<file path="config.mk">
export PLATFORM = sky130hd
export DESIGN_NAME = watch_set_ctrl
export DESIGN_NICKNAME = d
export VERILOG_FILES = /design/src/rtl/watch_ctrl_pkg.sv /design/src/rtl/blink_timer.sv /design/src/rtl/watch_set_ctrl.sv
export SDC_FILE = /design/constraint.sdc
export NUM_CORES = 1
export LEC_CHECK = 0
export BUFFER_PORTS_ARGS = -buffer_cell sky130_fd_sc_hd__buf_2
export CORE_MARGIN = 5
export CORE_UTILIZATION = 55
export CTS_CLUSTER_DIAMETER = 100
export DETAILED_ROUTE_END_ITERATION = 6
export PLACE_DENSITY = 0.76
export SKIP_CTS_REPAIR_TIMING = 1
export SYNTH_ARGS = -nofsm -noshare
export SYNTH_HDL_FRONTEND = slang
export SYNTH_HIERARCHICAL = 1
export SYNTH_SLANG_ARGS = --single-unit
</file>
<file path="constraint.sdc">
create_clock -name clk -period 6.76 [get_ports clk]
set_input_delay 0.338 -clock clk [delete_from_list [all_inputs] [get_ports clk]]
set_output_delay 0.338 -clock clk [all_outputs]
set_load 0.005 [all_outputs]
</file>
<file path="src/rtl/watch_ctrl_pkg.sv">
// Shared encodings and small helpers for the watch time-set / stopwatch control path.
package watch_ctrl_pkg;

  typedef enum logic [1:0] {
    ST_RUN      = 2'd0,
    ST_SET_HOUR = 2'd1,
    ST_SET_MIN  = 2'd2,
    ST_SET_SEC  = 2'd3
  } state_e;

  typedef enum logic [1:0] {
    FLD_NONE = 2'd0,
    FLD_HOUR = 2'd1,
    FLD_MIN  = 2'd2,
    FLD_SEC  = 2'd3
  } field_e;

  typedef enum logic [2:0] {
    BTN_NONE,
    BTN_L,
    BTN_R,
    BTN_U,
    BTN_D
  } btn_e;

  localparam logic [4:0] MAX_HOUR   = 5'd23;
  localparam logic [5:0] MAX_MINSEC = 6'd59;

  // Only one button is acted on per cycle: left beats right beats up beats down.
  function automatic btn_e pick_btn(input logic l, input logic r,
                                    input logic u, input logic d);
    if (l)      return BTN_L;
    else if (r) return BTN_R;
    else if (u) return BTN_U;
    else if (d) return BTN_D;
    else        return BTN_NONE;
  endfunction

  function automatic state_e next_set_state(input state_e s);
    if (s == ST_SET_HOUR)     return ST_SET_MIN;
    else if (s == ST_SET_MIN) return ST_SET_SEC;
    else                      return ST_SET_HOUR;
  endfunction

  function automatic field_e state_field(input state_e s);
    if (s == ST_SET_HOUR)     return FLD_HOUR;
    else if (s == ST_SET_MIN) return FLD_MIN;
    else if (s == ST_SET_SEC) return FLD_SEC;
    else                      return FLD_NONE;
  endfunction

  function automatic logic [4:0] step_hour(input logic [4:0] v, input logic up);
    if (up) return (v == MAX_HOUR) ? 5'd0 : v + 5'd1;
    else    return (v == 5'd0) ? MAX_HOUR : v - 5'd1;
  endfunction

  function automatic logic [5:0] step_minsec(input logic [5:0] v, input logic up);
    if (up) return (v == MAX_MINSEC) ? 6'd0 : v + 6'd1;
    else    return (v == 6'd0) ? MAX_MINSEC : v - 6'd1;
  endfunction

endpackage

</file>
<file path="src/rtl/blink_timer.sv">
// Blank-phase generator for the field being edited: high for BLINK_HALF cycles after
// a restart, then toggles every BLINK_HALF cycles; forced low while disabled.
module blink_timer #(
  parameter int unsigned BLINK_HALF = 50_000_000
) (
  input  logic clk,
  input  logic rst,
  input  logic i_enable,
  input  logic i_restart,
  output logic o_blink
);

  localparam int unsigned CNT_W = (BLINK_HALF > 1) ? $clog2(BLINK_HALF) : 1;
  localparam logic [CNT_W-1:0] CNT_LAST = CNT_W'(BLINK_HALF - 1);

  logic [CNT_W-1:0] r_cnt;
  logic             r_blink;

  always_ff @(posedge clk or posedge rst) begin
    if (rst) begin
      r_cnt   <= '0;
      r_blink <= 1'b0;
    end else if (!i_enable) begin
      r_cnt   <= '0;
      r_blink <= 1'b0;
    end else if (i_restart) begin
      r_cnt   <= '0;
      r_blink <= 1'b1;
    end else if (r_cnt == CNT_LAST) begin
      r_cnt   <= '0;
      r_blink <= ~r_blink;
    end else begin
      r_cnt   <= r_cnt + CNT_W'(1);
    end
  end

  assign o_blink = r_blink;

endmodule

</file>
<file path="src/rtl/watch_set_ctrl.sv">
// Button-driven control for the watch time-set sequence and stopwatch run/clear.
// Every output is a register; a button's effect is visible the cycle after its pulse.
module watch_set_ctrl
  import watch_ctrl_pkg::*;
#(
  parameter int unsigned BLINK_HALF = 50_000_000,
  parameter int unsigned TIMEOUT    = 1_000_000_000
) (
  input  logic       clk,
  input  logic       rst,
  input  logic       btn_l,
  input  logic       btn_r,
  input  logic       btn_u,
  input  logic       btn_d,
  input  logic       watch_mode,
  input  logic [4:0] i_hour,
  input  logic [5:0] i_min,
  input  logic [5:0] i_sec,
  output logic       o_load,
  output logic [4:0] o_hour,
  output logic [5:0] o_min,
  output logic [5:0] o_sec,
  output logic [1:0] o_edit_field,
  output logic       o_blink,
  output logic       sw_run,
  output logic       sw_clear
);

  localparam int unsigned IDLE_W = $clog2(TIMEOUT + 1);
  localparam logic [IDLE_W-1:0] IDLE_LAST = IDLE_W'(TIMEOUT - 1);

  state_e            r_state;
  field_e            r_field;
  logic [4:0]        r_hour;
  logic [5:0]        r_min;
  logic [5:0]        r_sec;
  logic              r_load;
  logic              r_sw_run;
  logic              r_sw_clear;
  logic [IDLE_W-1:0] r_idle;

  btn_e       w_btn;
  logic       w_in_set;
  logic       w_abort;
  logic       w_enter;
  logic       w_edit;
  logic       w_set_next;
  logic       w_up;
  logic [4:0] w_hour_step;
  logic [5:0] w_min_step;
  logic [5:0] w_sec_step;

  assign w_btn    = pick_btn(btn_l, btn_r, btn_u, btn_d);
  assign w_in_set = (r_state != ST_RUN);
  // r_idle == IDLE_LAST means this is the TIMEOUT-th idle cycle; abort wins over any button.
  assign w_abort  = w_in_set && (!watch_mode || (r_idle == IDLE_LAST));
  assign w_enter  = !w_in_set && watch_mode && (w_btn == BTN_L);
  assign w_edit   = w_in_set && !w_abort &&
                    ((w_btn == BTN_R) || (w_btn == BTN_U) || (w_btn == BTN_D));
  assign w_set_next = w_enter || (w_in_set && !w_abort && (w_btn != BTN_L));

  assign w_up        = (w_btn == BTN_U);
  assign w_hour_step = step_hour(r_hour, w_up);
  assign w_min_step  = step_minsec(r_min, w_up);
  assign w_sec_step  = step_minsec(r_sec, w_up);

  always_ff @(posedge clk or posedge rst) begin
    if (rst) begin
      r_idle <= '0;
    end else if (!w_set_next || (w_btn != BTN_NONE)) begin
      r_idle <= '0;
    end else begin
      r_idle <= r_idle + IDLE_W'(1);
    end
  end

  always_ff @(posedge clk or posedge rst) begin
    if (rst) begin
      r_state    <= ST_RUN;
      r_field    <= FLD_NONE;
      r_hour     <= '0;
      r_min      <= '0;
      r_sec      <= '0;
      r_load     <= 1'b0;
      r_sw_run   <= 1'b0;
      r_sw_clear <= 1'b0;
    end else begin
      // NOTE: non-blocking defaults here are overridden later in the same block, so the
      // two strobes fall back to 0 on every cycle that does not explicitly raise them.
      r_load     <= 1'b0;
      r_sw_clear <= 1'b0;
      case (r_state)
        ST_RUN: begin
          if (watch_mode) begin
            if (w_btn == BTN_L) begin
              r_hour  <= i_hour;
              r_min   <= i_min;
              r_sec   <= i_sec;
              r_state <= ST_SET_HOUR;
              r_field <= FLD_HOUR;
            end
          end else if (w_btn == BTN_R) begin
            r_sw_run <= ~r_sw_run;
          end else if ((w_btn == BTN_L) && !r_sw_run) begin
            r_sw_clear <= 1'b1;
          end
        end
        default: begin
          if (w_abort) begin
            r_state <= ST_RUN;
            r_field <= FLD_NONE;
          end else begin
            case (w_btn)
              BTN_L: begin
                r_load  <= 1'b1;
                r_state <= ST_RUN;
                r_field <= FLD_NONE;
              end
              BTN_R: begin
                r_state <= next_set_state(r_state);
                r_field <= state_field(next_set_state(r_state));
              end
              BTN_U, BTN_D: begin
                if (r_state == ST_SET_HOUR)     r_hour <= w_hour_step;
                else if (r_state == ST_SET_MIN) r_min  <= w_min_step;
                else                            r_sec  <= w_sec_step;
              end
              default: ;
            endcase
          end
        end
      endcase
    end
  end

  blink_timer #(
    .BLINK_HALF (BLINK_HALF)
  ) u_blink (
    .clk       (clk),
    .rst       (rst),
    .i_enable  (w_set_next),
    .i_restart (w_enter || w_edit),
    .o_blink   (o_blink)
  );

  assign o_load       = r_load;
  assign o_hour       = r_hour;
  assign o_min        = r_min;
  assign o_sec        = r_sec;
  assign o_edit_field = r_field;
  assign sw_run       = r_sw_run;
  assign sw_clear     = r_sw_clear;

endmodule

</file>
==> metrics.md, run 1 <==
| Metric | Value |
|---|---|
| Outcome | completed |
| Final hold vios | 0 |
| Seq/Total Area, Yosys | 0.395 |
| Clk_lat worst skew | 0.36 ns |
| Sum of negative setup slack | 0 ns |
| Design area | 0.00559 mm^2 |
| Maximum clock frequency | 346 MHz |
| Leak pwr | 2.24 nW |
| Final hold slack | 0.188 ns |
| CORE AREA | 0.00915 mm^2 |
| Die footprint | 0.0114 mm^2 |
| Congestion Overflow GR | 0 |
| # DRC | 0 |
| Largest net degree at the start of global routing | 55 |
| Largest area contributor in the netlist | dfrtp_1 |
| GPL Wtd Cong | 0.879 |
| Max-cap viol count | 0 |
| Mapped Area | 0.00513 mm^2 |
| Layout cells sized above 1 | 0.169 |
| CTS Buffer Depth | 2 |
| ANT nets after route | 0 |
| Slew margin rel. | 0.311 |
| Final HPWL DP | 8.25 mm |
| Clock-pin slew on the worst setup and hold paths | 0.09 ns |
| Root buf cell | clkbuf_8 |
| Average wire per standard cell | 16.4 um |
| Mapped Nets | 602 |
| Tmin final | 2.89 ns |
| Horiz. Die Dim | 107 um |
| Endpoints failing setup | 0 |
| Mapped Avg Cell Area | 9.09 um^2 |
| CP required | 7.01 ns |
| RSZ-0062 raised after global routing | false |
| Starting density of the core | 0.561 |
| Setup WS post-layout | 3.87 ns |
| Initial antenna violation count | 0 |
| Distinct cells, synth | 78 |
| #FFs+latches synth | 81 |
| CP Capture Type | flip-flop |
| Critical path class | flip-flop to flip-flop |
| Worst Path Max Fanout | 41 |
| Ys Warns | 6 |
| Final Total Pwr | 1.65 mW |
| Post-synth top flop | dfrtp_1 |
| Vias in the first global route | 4175 |
| CTS tree | done |
| I/O pin count | 47 |
| Num CTS Buffers | 9 |
| CTS sink count | 81 |
| PD cells | 296 mW/mm^2 |
| Final nets | 635 |
| Buffers added on ports | 46 |
| Via count | 4364 |
| Slew @ Worst Pin | 1.03 ns |
| Critical Path AT | 3.14 ns |
| GRT Util Overall | 0.212 |
| Ys async rst share | 1.00 |
| Post-synth EDFFs | 0 |
| H-Tree Depth | 3 |
| Ratio of final minimum period to clock period | 0.427 |
| Die height | 107 um |
| Hold crit path type | input pin to asynchronous set/reset pin |
| Synth Instances | 565 |
| Slew Limit Fails | 0 |
| Cell row count | 35 |
| Post-placement cell area | 0.00538 mm^2 |
| Synth area leaders | dfrtp_1, nor2_1, xor2_1, xnor2_1, nand2_1 |
| Max VDD drop | 0.166 mV |
| Routed wire length | 11.7 mm |
| Critical Path Source Type | flip-flop |
| 1st-pass router iterations | 5 |
| Violation count after the first detailed-route iteration | 379 |
| Wire length of the first global-routing pass | 20.0 mm |
| Area Growth Syn to Fin | 8.80% |
| Clock Skew | 0.0153 ns |
| Via density | 6.11 |
| Ant diodes | 0 |
| Placement Setup Slack | 3.89 ns |
| Post-synth top area share | 0.395 |
## sequential cells by signal (all words and copies together) (netlist names)
| register | flops |
|---|---|
| o_hour | 5 |
| sw_clear | 1 |
| o_edit_field | 2 |
| o_sec | 6 |
| u_blink/r_cnt | 26 |
| o_load | 1 |
| r_idle | 30 |
| r_state | 2 |
| o_min | 6 |
| sw_run | 1 |
| u_blink/o_blink | 1 |
## path summary, 6_finish.rpt
check	cells after the start	from	endpoint	slack [ns]
min in group clk	2	watch_mode	sw_clear	0.25
worst max register to register	8	r_state[0]	o_sec[2]	3.87
max in group asynchronous	2	rst	u_blink/r_cnt[12]	5.89
worst min-delay path	3	rst	r_idle[14]	0.19
worst max-delay path	8	r_state[0]	o_sec[2]	3.87
worst min register to register	1	sw_run	sw_clear	0.49
## cells in the mapped netlist, types with 12 or more instances
cell       n
dfrtp_1   81
nor2_1    65
nand2_1   48
nand3_1   29
a21oi_1   28
xor2_1    27
inv_1     25
xnor2_1   24
nand4_1   20
clkbuf_1  17
ha_1      13
nor4_1    13
o21ai_0   12
## metal layers
metal  track usage  share of wire
met5             0              0
met1         0.297           0.47
met4        0.0639          0.017
met3        0.0470          0.050
met2         0.331           0.47
## power breakdown
part / internal (mW) / switching (mW) / total [mW]
clock: 0.178 / 0.198 / 0.376
sequential: 0.550 / 0.133 / 0.683
combinational: 0.260 / 0.335 / 0.596
## logic make-up (layout without fill, tap and decap cells)
group                    count (synthesis)  in the layout  synth area share
AO/OA/AOI/OAI                           98             98             0.138
XOR/XNOR                                51             51            0.0870
adder cells (fa/ha/maj)                 13             13            0.0317
buffers and inverters                   52             90            0.0458
flip-flops                              81             81             0.395
multiplexers                             8              8            0.0168
AND/OR/NAND/NOR                        262            262             0.286
## cell usage in the layout, fill, tap and decap left out, drive strengths merged, types with 3 or more instances in the layout
cell type	instances
a211oi	4
a21oi	29
a31oi	7
and2	5
and3	11
and4	6
and4b	3
buf	48
clkbuf	9
dfrtp	81
ha	13
inv	31
mux2	5
mux2i	3
nand2	48
nand3	31
nand4	21
nand4b	3
nor2	75
nor3	9
nor3b	3
nor4	14
nor4b	6
nor4bb	3
o211ai	4
o21ai	15
o221ai	4
o31ai	11
or3	6
or4	10
xnor2	24
xor2	27
## worst max-delay path: stages, from the launching register on
cell and delay (ns):
dfrtp_1 0.41, inv_1 0.10, ha_1 0.16, buf_4 0.37, nand3_1 0.38, o21a_1 0.30, a2111oi_4 0.62, o211ai_1 0.18
a22o_1 0.26
## layout make-up
| cell class | instances | area, um^2 |
|---|---|---|
| Fill cell | 784 | 3570 |
| Multi-Input combinational cell | 432 | 2870 |
| Sequential cell | 81 | 2030 |
| Timing Repair Buffer | 48 | 245 |
| Tap cell | 111 | 139 |
| Clock buffer | 9 | 124 |
| Inverter | 26 | 97.6 |
| Clock inverter | 7 | 81.3 |
## per-stage QoR
stage               std cells  utilization
global placement          698        0.588
floorplan                 565            -
CTS                       714        0.610
global route              714        0.610
finish                    714        0.610
detailed placement        698        0.588
(Power assumes the default switching activity.)
==> inputs of run 2 (changes only) <==
--- a/config.mk
+++ b/config.mk
@@ -5,12 +5,13 @@
 export SDC_FILE = /design/constraint.sdc
 export NUM_CORES = 1
 export LEC_CHECK = 0
+export ABC_AREA = 1
 export BUFFER_PORTS_ARGS = -buffer_cell sky130_fd_sc_hd__buf_2
 export CORE_MARGIN = 5
 export CORE_UTILIZATION = 55
 export CTS_CLUSTER_DIAMETER = 100
 export DETAILED_ROUTE_END_ITERATION = 6
-export PLACE_DENSITY = 0.76
+export PLACE_DENSITY = 0.78
 export SKIP_CTS_REPAIR_TIMING = 1
 export SYNTH_ARGS = -nofsm -noshare
 export SYNTH_HDL_FRONTEND = slang
==> constraint.sdc (replaced) <==
create_clock -name clk -period 2.4 [get_ports clk]
set_input_delay 0.12 -clock clk [delete_from_list [all_inputs] [get_ports clk]]
set_output_delay 0.12 -clock clk [all_outputs]
set_load 0.005 [all_outputs]
==> run 2 against run 1 <==
  * Via count rose by 17%
  * Worst hold slack worse by 0.089 ns
  * Clock-buffer cell count is 1 higher
  * Sequential cell count unchanged
  * Utilization increased by 0.30 points
  * Critical endpoint is now u_blink/r_cnt[15]
  * Largest cell class unchanged
  * Largest power group is now combinational logic
==> metrics.md, run 2 <==
| Metric | Value |
|---|---|
| Cell row count | 37 |
| Via count | 5109 |
| # DRC | 0 |
| Leak pwr | 2.86 nW |
| Flop pwr share | 0.354 |
| Worst Path Max Fanout | 11 |
| Critical path class | flip-flop to flip-flop |
| Slew margin rel. | 0.495 |
| #FFs+latches synth | 81 |
| Comb power frac | 0.436 |
| Placement Setup Slack | 0.194 ns |
| Dpl cells | 967 |
| CTS sink count | 81 |
| Largest register by flop count | r_idle |
| Synth Instances | 795 |
| Clock Power Share | 0.210 |
| Distinct cells, synth | 38 |
| Outcome | completed |
| Top flop regs | r_idle (30), u_blink/r_cnt (26) |
| Num CTS Buffers | 9 |
| Largest net degree at the start of global routing | 33 |
| H-Tree Depth | 3 |
| Final HPWL DP | 9.45 mm |
| Critical Path Source Type | flip-flop |
| Starting density of the core | 0.561 |
| Post-synth EDFFs | 0 |
| CTS Buffer Depth | 2 |
| Xor-xnor portion of the synthesized cell area | 0.0744 |
| Largest register FFs | 30 |
| RSZ-0062 raised after global routing | false |
| PD cells | 840 mW/mm^2 |
| Endpoints failing setup | 0 |
| Area Growth Syn to Fin | 9.26% |
| Slew @ Worst Pin | 0.756 ns |
| Final Total Pwr | 5.30 mW |
| I/O pin count | 47 |
| Post-synth top area share | 0.351 |
| Vias in the first global route | 4694 |
| Ratio of final minimum period to clock period | 0.929 |
| Post-route core utilization | 0.613 |
| Fin cells | 985 |
| Via density | 5.19 |
| Ys Warns | 6 |
| Most frequent cells after synthesis | nand2_1, nor2_1, dfrtp_1, inv_1, nand3_1 |
| Most frequent CP cell | nand2_2 |
| Mapped Area | 0.00577 mm^2 |
| Buffers added on ports | 46 |
| Average wire per standard cell | 13.0 um |
| Multi-input gate area | 0.00328 mm^2 |
| CP Capture Type | flip-flop |
| Clock Skew | 0.0106 ns |
| Final hold vios | 0 |
| Setup WS post-layout | 0.170 ns |
| Ys async rst share | 1.00 |
| Most common cell after layout, fill and taps aside | nand2_1 |
| Slew Limit Fails | 0 |
| Clk_lat worst skew | 0.35 ns |
| Horiz. Die Dim | 112 um |
| Die height | 112 um |
| Largest area contributor in the netlist | dfrtp_1 |
| Die footprint | 0.0126 mm^2 |
| Synth Area in Simple Gates | 0.437 |
| Int Pwr | 3.00 mW |
| Post-synth top flop | dfrtp_1 |
| Top-count cell post-synth | nand2_1 |
| CTS tree | done |
| Max VDD drop | 0.627 mV |
| Largest family of logic cells by synthesized area | simple AND/OR/NAND/NOR gates |
| Max-cap viol count | 0 |
| Fill cells | 985 |
| Final nets | 881 |
| Congestion Overflow GR | 0 |
| Synth area leaders | dfrtp_1, nand2_1, nor2_1, nand3_1, xor2_1 |
| Seq/Total Area, Yosys | 0.351 |
| CP required | 2.61 ns |
| CORE AREA | 0.0103 mm^2 |
| Tmin final | 2.23 ns |
| Critical Path AT | 2.44 ns |
| Most frequent cells in the layout | nand2_1, nor2_1, dfrtp_1, inv_1, nand3_1 |
| Synth Area in Compound Gates | 0.0260 |
| Layout cells sized above 1 | 0.176 |
| Mapped Avg Cell Area | 7.26 um^2 |
| Wire length of the first global-routing pass | 21.8 mm |
| Crit-path slowest cell | dfrtp_1 |
| Ant diodes | 0 |
| Clock-pin slew on the worst setup and hold paths | 0.09 ns |
| Post-Synth Adder-Cell Area | 0.0282 |
| Violation count after the first detailed-route iteration | 305 |
| ANT nets after route | 0 |
| Switching portion of total power | 0.434 |
| 1st-pass router iterations | 5 |
| Initial antenna violation count | 0 |
| Net switching power | 2.30 mW |
| Sequential cell area | 0.00203 mm^2 |
| Critical Path Max Stage Delay | 0.42 ns |
| Sum of negative setup slack | 0 ns |
| Root buf cell | clkbuf_8 |
| Mux share of post-synthesis cell area | 0 |
| Mapped Nets | 832 |
| GRT Util Overall | 0.207 |
| Worst-path cell chain | ha_1 > nand2_2 > nor2_8 > nand2_4 > nor2_4 > nand2_2 > nand4_2 > o21ai_0 > nor2_1 > inv_1 > o21bai_2 > a21oi_1 |
| Maximum clock frequency | 448 MHz |
| Routed wire length | 12.8 mm |
| GPL Wtd Cong | 0.892 |
| Hold crit path type | input pin to flip-flop |
run 2: worst paths after layout:
check | start | slack (ns) | end | cells past startpoint
max | r_idle[0] | 0.17 | u_blink/r_cnt[15] | 12
min | i_min[3] | 0.1 | o_min[3] | 5
max reg2reg | r_idle[0] | 0.17 | u_blink/r_cnt[15] | 12
min reg2reg | r_idle[0] | 0.50 | r_idle[0] | 1
max in group asynchronous | rst | 1.30 | r_idle[8] | 4
min in group asynchronous | rst | 0.37 | u_blink/r_cnt[15] | 3
run 2: power by group through the flow:
stage                     registers, mW  logic (mW)  clock network, mW
after floorplan                    1.79        1.84                  0
after global placement             1.90        2.25                  0
after detailed placement           1.89        2.28                  0
after CTS                          1.87        2.29               1.14
after global routing               1.92        2.62               1.20
final                              1.87        2.31               1.11
run 2: per-stage QoR:
step / hold slack [ns] / cell area (um^2)
3_5_place_dp: 0.214 / 6060
6_report: 0.0983 / 6300
3_3_place_gp: 0.203 / 6060
4_1_cts: -0.184 / 6280
2_1_floorplan: 0.173 / 5770
5_1_grt: 0.107 / 6300
run 2: cell type report:
cell class                      count  share of cell area
Inverter                           86              0.0528
Clock inverter                      6              0.0145
Timing Repair Buffer               52              0.0441
Multi-Input combinational cell    614               0.520
Tap cell                          136              0.0270
Clock buffer                       10              0.0202
Sequential cell                    81               0.322
run 2: cell families (layout without fill, tap and decap cells):
kind of cell / after synthesis / count (layout)
AOI/OAI and AO/OA: 22 / 23
xor gates and xnor gates: 49 / 49
DFF: 81 / 81
adders and majority gates: 13 / 13
and+or+nand+nor: 529 / 529
buffers and inverters: 101 / 154
run 2: metal layers:
layer  vias up  GRT usage  wire length (um)
li1       2607          -                 -
met1      2319      0.298              6090
met2       165      0.327              5860
met3        18     0.0350               708
met4         0     0.0513               142
met5         -          0                 0
run 2: worst max-delay path: cells and delay by family, from the launching register on:
kind	cells	cell delay, ns
AO/OA/AOI/OAI	3	0.68
AND/OR/NAND/NOR	7	0.57
flip-flops	1	0.42
adder cells (fa/ha/maj)	1	0.26
buffers and inverters	1	0.15
